===== src/rtl/siso_ctrl_pkg.sv =====
// Shared types and helpers for the SISO shift-register sequencer.
// Optional loop-back check build macro: SISO_CTRL_LOOPCHK_EN (used in siso_shift_ctrl).
package siso_ctrl_pkg;

    typedef enum logic [1:0] {
        IDLE  = 2'd0,
        SHIFT = 2'd1,
        FLUSH = 2'd2,
        DONE  = 2'd3
    } state_t;

    // Bits needed for a shift counter that reaches width+depth.
    function automatic int cnt_w(input int width, input int depth);
        return $clog2(width + depth + 1);
    endfunction

endpackage


===== src/rtl/siso_ctrl_capture.sv =====
// Right-shifting capture register: each enabled edge pushes din into the MSB,
// so after WIDTH captures the first bit received sits in bit 0.
module siso_ctrl_capture
    import siso_ctrl_pkg::*;
#(
    parameter int WIDTH = 8
) (
    input  logic             clk,
    input  logic             rst,
    input  logic             en,
    input  logic             din,
    output logic [WIDTH-1:0] q
);

    generate
        if (WIDTH == 1) begin : g_single
            // Single-bit word: the register is just the last captured bit.
            always_ff @(posedge clk) begin
                if (rst) begin
                    q <= '0;
                end else if (en) begin
                    q <= din;
                end
            end
        end else begin : g_multi
            // Shift right, new bit enters at the MSB.
            always_ff @(posedge clk) begin
                if (rst) begin
                    q <= '0;
                end else if (en) begin
                    q <= {din, q[WIDTH-1:1]};
                end
            end
        end
    endgenerate

endmodule


===== src/rtl/siso_shift_ctrl.sv =====
// Sequencer for a DEPTH-stage SISO shift register. Takes a parallel word on
// tx_*, shifts it LSB-first into the chain, flushes it with FILL bits and
// rebuilds the word coming out of ser_out, presented on rx_* for one cycle.
// Build macro SISO_CTRL_LOOPCHK_EN adds chk_err (received word != sent word).
//
//   state | meaning
//   ------+------------------------------------------------------------
//   IDLE  | tx_ready high, waiting for tx_valid
//   SHIFT | driving word bits 0..WIDTH-1 onto ser_inp
//   FLUSH | driving FILL for DEPTH shifts to push the word out of the chain
//   DONE  | one-cycle rx_valid with the recovered word, back to IDLE
module siso_shift_ctrl
    import siso_ctrl_pkg::*;
#(
    parameter int   WIDTH = 8,
    parameter int   DEPTH = 4,
    parameter logic FILL  = 1'b0
) (
    input  logic             clk,
    input  logic             rst,
    input  logic             tx_valid,
    output logic             tx_ready,
    input  logic [WIDTH-1:0] tx_data,
    input  logic             pause,
    output logic             ser_enb,
    output logic             ser_inp,
    input  logic             ser_out,
    output logic             rx_valid,
    output logic [WIDTH-1:0] rx_data,
    output logic             busy
`ifdef SISO_CTRL_LOOPCHK_EN
    ,
    output logic             chk_err
`endif
);

    localparam int CW = cnt_w(WIDTH, DEPTH);
    localparam int IW = (WIDTH > 1) ? $clog2(WIDTH) : 1;

    localparam logic [CW-1:0] CNT_ONE      = CW'(1);
    localparam logic [CW-1:0] CNT_DEPTH    = CW'(DEPTH);
    localparam logic [CW-1:0] CNT_TX_LAST  = CW'(WIDTH - 1);
    localparam logic [CW-1:0] CNT_ALL_LAST = CW'(WIDTH + DEPTH - 1);

    state_t           state_q;
    state_t           state_d;
    logic [CW-1:0]    cnt_q;
    logic [CW-1:0]    cnt_d;
    logic [WIDTH-1:0] word_q;
    logic [WIDTH-1:0] word_d;
    logic [WIDTH-1:0] rx_sr;
    logic [WIDTH-1:0] rx_hold_q;
    logic [IW-1:0]    bit_idx;
    logic             capture_en;

    // In SHIFT the counter never exceeds WIDTH-1, so its low bits select the word bit.
    assign bit_idx = cnt_q[IW-1:0];

    // Next-state, counter advance and serial/handshake outputs.
    always_comb begin
        state_d  = state_q;
        cnt_d    = cnt_q;
        word_d   = word_q;
        tx_ready = 1'b0;
        ser_enb  = 1'b0;
        ser_inp  = 1'b0;
        rx_valid = 1'b0;
        busy     = 1'b1;
        case (state_q)
            IDLE: begin
                tx_ready = 1'b1;
                busy     = 1'b0;
                if (tx_valid) begin
                    word_d  = tx_data;
                    cnt_d   = '0;
                    state_d = SHIFT;
                end
            end
            SHIFT: begin
                ser_enb = ~pause;
                ser_inp = word_q[bit_idx];
                if (!pause) begin
                    cnt_d = cnt_q + CNT_ONE;
                    if (cnt_q == CNT_TX_LAST) begin
                        state_d = FLUSH;
                    end
                end
            end
            FLUSH: begin
                ser_enb = ~pause;
                ser_inp = FILL;
                if (!pause) begin
                    cnt_d = cnt_q + CNT_ONE;
                    if (cnt_q == CNT_ALL_LAST) begin
                        state_d = DONE;
                    end
                end
            end
            DONE: begin
                rx_valid = 1'b1;
                state_d  = IDLE;
            end
            default: begin
                state_d = IDLE;
            end
        endcase
    end

    // State, shift counter and latched tx word.
    always_ff @(posedge clk) begin
        if (rst) begin
            state_q <= IDLE;
            cnt_q   <= '0;
            word_q  <= '0;
        end else begin
            state_q <= state_d;
            cnt_q   <= cnt_d;
            word_q  <= word_d;
        end
    end

    // The first DEPTH shifts only fill the chain; later shifts each expose one word bit on ser_out.
    assign capture_en = ser_enb && (cnt_q >= CNT_DEPTH);

    siso_ctrl_capture #(
        .WIDTH (WIDTH)
    ) u_capture (
        .clk (clk),
        .rst (rst),
        .en  (capture_en),
        .din (ser_out),
        .q   (rx_sr)
    );

    // Keep the delivered word stable while the next word refills the capture register.
    always_ff @(posedge clk) begin
        if (rst) begin
            rx_hold_q <= '0;
        end else if (state_q == DONE) begin
            rx_hold_q <= rx_sr;
        end
    end

    assign rx_data = (state_q == DONE) ? rx_sr : rx_hold_q;

`ifdef SISO_CTRL_LOOPCHK_EN
    logic chk_now;
    logic chk_hold_q;

    assign chk_now = (rx_sr != word_q);

    // Hold the loop-back verdict alongside rx_data until the next word completes.
    always_ff @(posedge clk) begin
        if (rst) begin
            chk_hold_q <= 1'b0;
        end else if (state_q == DONE) begin
            chk_hold_q <= chk_now;
        end
    end

    assign chk_err = (state_q == DONE) ? chk_now : chk_hold_q;
`endif

endmodule


===== config.mk =====
export PLATFORM = sky130hd
export DESIGN_NAME = siso_shift_ctrl
export DESIGN_NICKNAME = d
export VERILOG_FILES = /design/src/rtl/siso_ctrl_pkg.sv /design/src/rtl/siso_ctrl_capture.sv /design/src/rtl/siso_shift_ctrl.sv
export SDC_FILE = /design/constraint.sdc
export NUM_CORES = 1
export LEC_CHECK = 0
export CAP_MARGIN = 15
export CORE_ASPECT_RATIO = 1.5
export CORE_MARGIN = 3
export CORE_UTILIZATION = 54
export CTS_BUF_LIST = sky130_fd_sc_hd__clkbuf_16
export DETAILED_ROUTE_END_ITERATION = 16
export PLACE_DENSITY = 0.94
export SLEW_MARGIN = 20
export SYNTH_ARGS = -nofsm -noshare
export SYNTH_HDL_FRONTEND = slang
export SYNTH_SLANG_ARGS = --single-unit

===== constraint.sdc =====
create_clock -name clk -period 2.3 [get_ports clk]
set_input_delay 0.46 -clock clk [delete_from_list [all_inputs] [get_ports clk]]
set_output_delay 0.46 -clock clk [all_outputs]
set_load 0.02 [all_outputs]

==> run_results.csv <==
group,metric,value,unit
worst_hold_path,hold_path.class,"flop to flop",
global_routing,grt_pass1_vias,1135,
critical_path,slowest_stage,"clkdlybuf4s50_1",
status,status,"completed",
detailed_routing,drt_iter0_markers,26,
pwr,finalPower,1.86,mW
floorplan,core.rowCount,21,
critical_path,worstPathCellList,"ha_4, mux2_2, clkdlybuf4s50_1",
critical_path,crit_family,"buffers and inverters",
detailed_routing,remaining_drc_errors,0,
layout,n_fill_cell,157,
synthesis,yosysTopAreaCellShare,44.3,%
synthesis,ys_seq_elements,30,
synthesis,yosysSeqAreaShare,44.3,%
critical_path,cp_max_fo,9,
synthesis,syn-num-nets,156,
pwr,power_density,1030,nW/um^2
synthesis,syn_area,1360,um^2
critical_path,worstSetupPathType,"flop to primary output",
detailed_routing,ant_nets,0,
global_routing,grt_max_degree,13,
placed_design,port_buffers,25,
timing,fmax,0.445,GHz
critical_path,end_kind,"primary output",
layout,drive_above_1_share,17.2,%
critical_path,required,1840,ps
synthesis,synth_edf_count,0,
detailed_routing,dr_total_vias,1079,
clock_tree,cts_buffers,5,
global_routing,grt_util_all_layers,24.1,%
pwr,ir_drop,0.000889,V
timing,tns,0,ps
clock_tree,cts_buffer_depth,2,
clock_tree,clkSinkCount,30,
clock_tree,cts_tree,"done",
placed_design,place_congestion,0.862,
timing,max_slew.worst_pin.slew,456,ps
critical_path,cp.buffers_inverters,1,
floorplan,fp.coreArea,2310,um^2
floorplan,start_util,58.6,%
floorplan,die_area,3160,um^2
detailed_routing,firstDrtPassIters,4,
clock_tree,clock_latency,280,ps
layout,final_area,1820,um^2
floorplan,die_y,67.4,um
global_routing,grt_overflow_total,0,
pwr,power.leakage,0.832,nW
layout,layout.nets,188,
global_routing,antenna_found_initial,0,
floorplan,die_w,46.9,um
layout,num_antenna_cells,0,
detailed_routing,via_per_inst,5.62,
timing,fin_skew,4.81,ps
synthesis,synth.avg_cell_area,9.89,um^2
timing,setup_violations,0,
detailed_routing,wire_per_inst,16.5,um
clock_tree,cts_root_buf,"clkbuf_16",
synthesis,async_flop_share,0,%
critical_path,arrival,1790,ps
synthesis,ys.flop_type,"dfxtp_1",
synthesis,synthTopCellsByArea,"dfxtp_1 (44%), mux2i_1 (7.4%), mux2_2 (6.6%), ha_1 (5.5%), and2_1 (4.2%)",
timing,slew_violations,0,
run,cap_viol_max_count,0,
synthesis,post-synth-top-count-cell,"dfxtp_1",
clock_tree,clk_pin_slew,50,ps
timing,hold_viol,0,
synthesis,yosysTopAreaCell,"dfxtp_1",
timing,finalCriticalPeriod,2250,ps
synthesis,synth_common_cells,"dfxtp_1 (30), nor2_1 (14), a21oi_1 (10), mux2i_1 (10), nand2_1 (10)",
critical_path,max_stage_delay,540,ps
timing,fin_crit_sh,97.7,%
synthesis,syn_inst,137,
layout,finalCoreUtilization,78.5,%
floorplan,ios,26,
global_routing,grt_pass1_wl,5210,um
detailed_routing,wirelength,3160,um
synthesis,yosys_warnings,0,
placed_design,dpl.hpwl,2200,um
timing,whs,464,ps
placed_design,dpl_cell_area,1650,um^2
layout,area_growth,34.0,%
clock_tree,htree_num_levels,2,
critical_path,cp-start-kind,"flop",
clock_tree,hold_buffers,0,
timing,max_slew_margin,69.5,%
synthesis,synth.distinct_cells,26,
-- final timing paths --
path / start / end / slack, ps / cells after the start
worst min register to register: word_q[5] / word_q[5] / 460 / 2
worst min-delay path: word_q[5] / word_q[5] / 460 / 2
worst max-delay path: state_q[0] / rx_data[4] / 50 / 3
worst max register to register: state_q[1] / u_capture.q[4] / 420 / 7
-- kinds of logic (layout without fill, tap and decap cells) --
group | Yosys count | count (layout) | synth area share, %
DFF | 30 | 30 | 44.3
xor gates and xnor gates | 3 | 3 | 1.94
adders and majority gates | 6 | 6 | 5.54
buffers and inverters | 11 | 43 | 3.23
muxes | 20 | 20 | 17.4
AOI/OAI and AO/OA | 18 | 18 | 9.42
and+or+nand+nor | 49 | 49 | 18.2
-- layer usage --
layer | vias to the layer above | routed length [um] | share of wire, % | track usage [%]
met1 | 511 | 1140 | 36 | 22.5
met5 | - | 0 | 0 | 0
met3 | 11 | 158 | 5.0 | 9.33
met2 | 29 | 1780 | 56 | 43.7
met4 | 0 | 87 | 2.8 | 11.1
li1 | 528 | - | - | -
-- where the power goes --
group / switching [mW] / total [mW] / internal, mW
clock: 0.219 / 0.608 / 0.389
sequential: 0.0496 / 0.623 / 0.574
combinational: 0.345 / 0.631 / 0.285
-- state kept, by name (all words and copies together), names as in the netlist --
register,cells
cnt_q,4
rx_hold_q,8
state_q,2
u_capture.q,8
word_q,8
-- worst register-to-register path, stage by stage (launching register included) --
cell and delay [ps]:
dfxtp_1 380, inv_1 110, ha_1 380, nand2b_1 100, buf_4 160, nor2_4 280, mux2i_1 290, nor2_1 70
-- per-stage QoR --
step           worst slack [ps]  instances
3_3_place_gp                141        185
5_1_grt                  -0.145        192
4_1_cts                    12.3        192
6_report                   52.8        192
3_5_place_dp               62.9        185
2_1_floorplan               547        137
-- area by class of cell --
cell class	count	area, um^2	area share [%]
Clock buffer	5	125	6.89
Clock inverter	2	10.0	0.551
Inverter	6	22.5	1.24
Multi-Input combinational cell	96	723	39.8
Sequential cell	30	603	33.2
Tap cell	23	28.8	1.59
Timing Repair Buffer	30	303	16.7
-- cell usage in the layout, fill, tap and decap left out --
cell             Yosys  routed
dfxtp_1             30      28
clkdlybuf4s50_1      0      16
nor2_1              14      14
mux2i_1             10      10
nand2_1             10      10
a21oi_1             10      10
and2_1               9       9
nand3_1              9       9
mux2_2               8       8
dlymetal6s2s_1       0       7
inv_1                6       6
ha_1                 6       5
clkbuf_16            0       5
buf_4                0       5
xnor2_1              3       3
a211oi_1             3       3
nand2b_1             2       2
mux4_2               2       2
nor2b_1              2       2
clkinv_2             0       2
dfxtp_2              0       2
dlygate4sd2_1        0       2
o21ai_0              1       1
nand3b_2             1       1
o21a_1               1       1
a211oi_4             1       1
nand3b_1             1       1
a211oi_2             1       1
nor2_4               1       1
a41o_1               1       1
ha_4                 0       1
-- what timing repair did --
action | 4_1_cts | 5_1_grt
gates cloned | 0 | 0
endpoints found under the setup margin | 10 | 7
pin swaps | 0 | 0
buffers inserted | 0 | 0
resized for setup | 6 | 7
(Power assumes the default switching activity.)
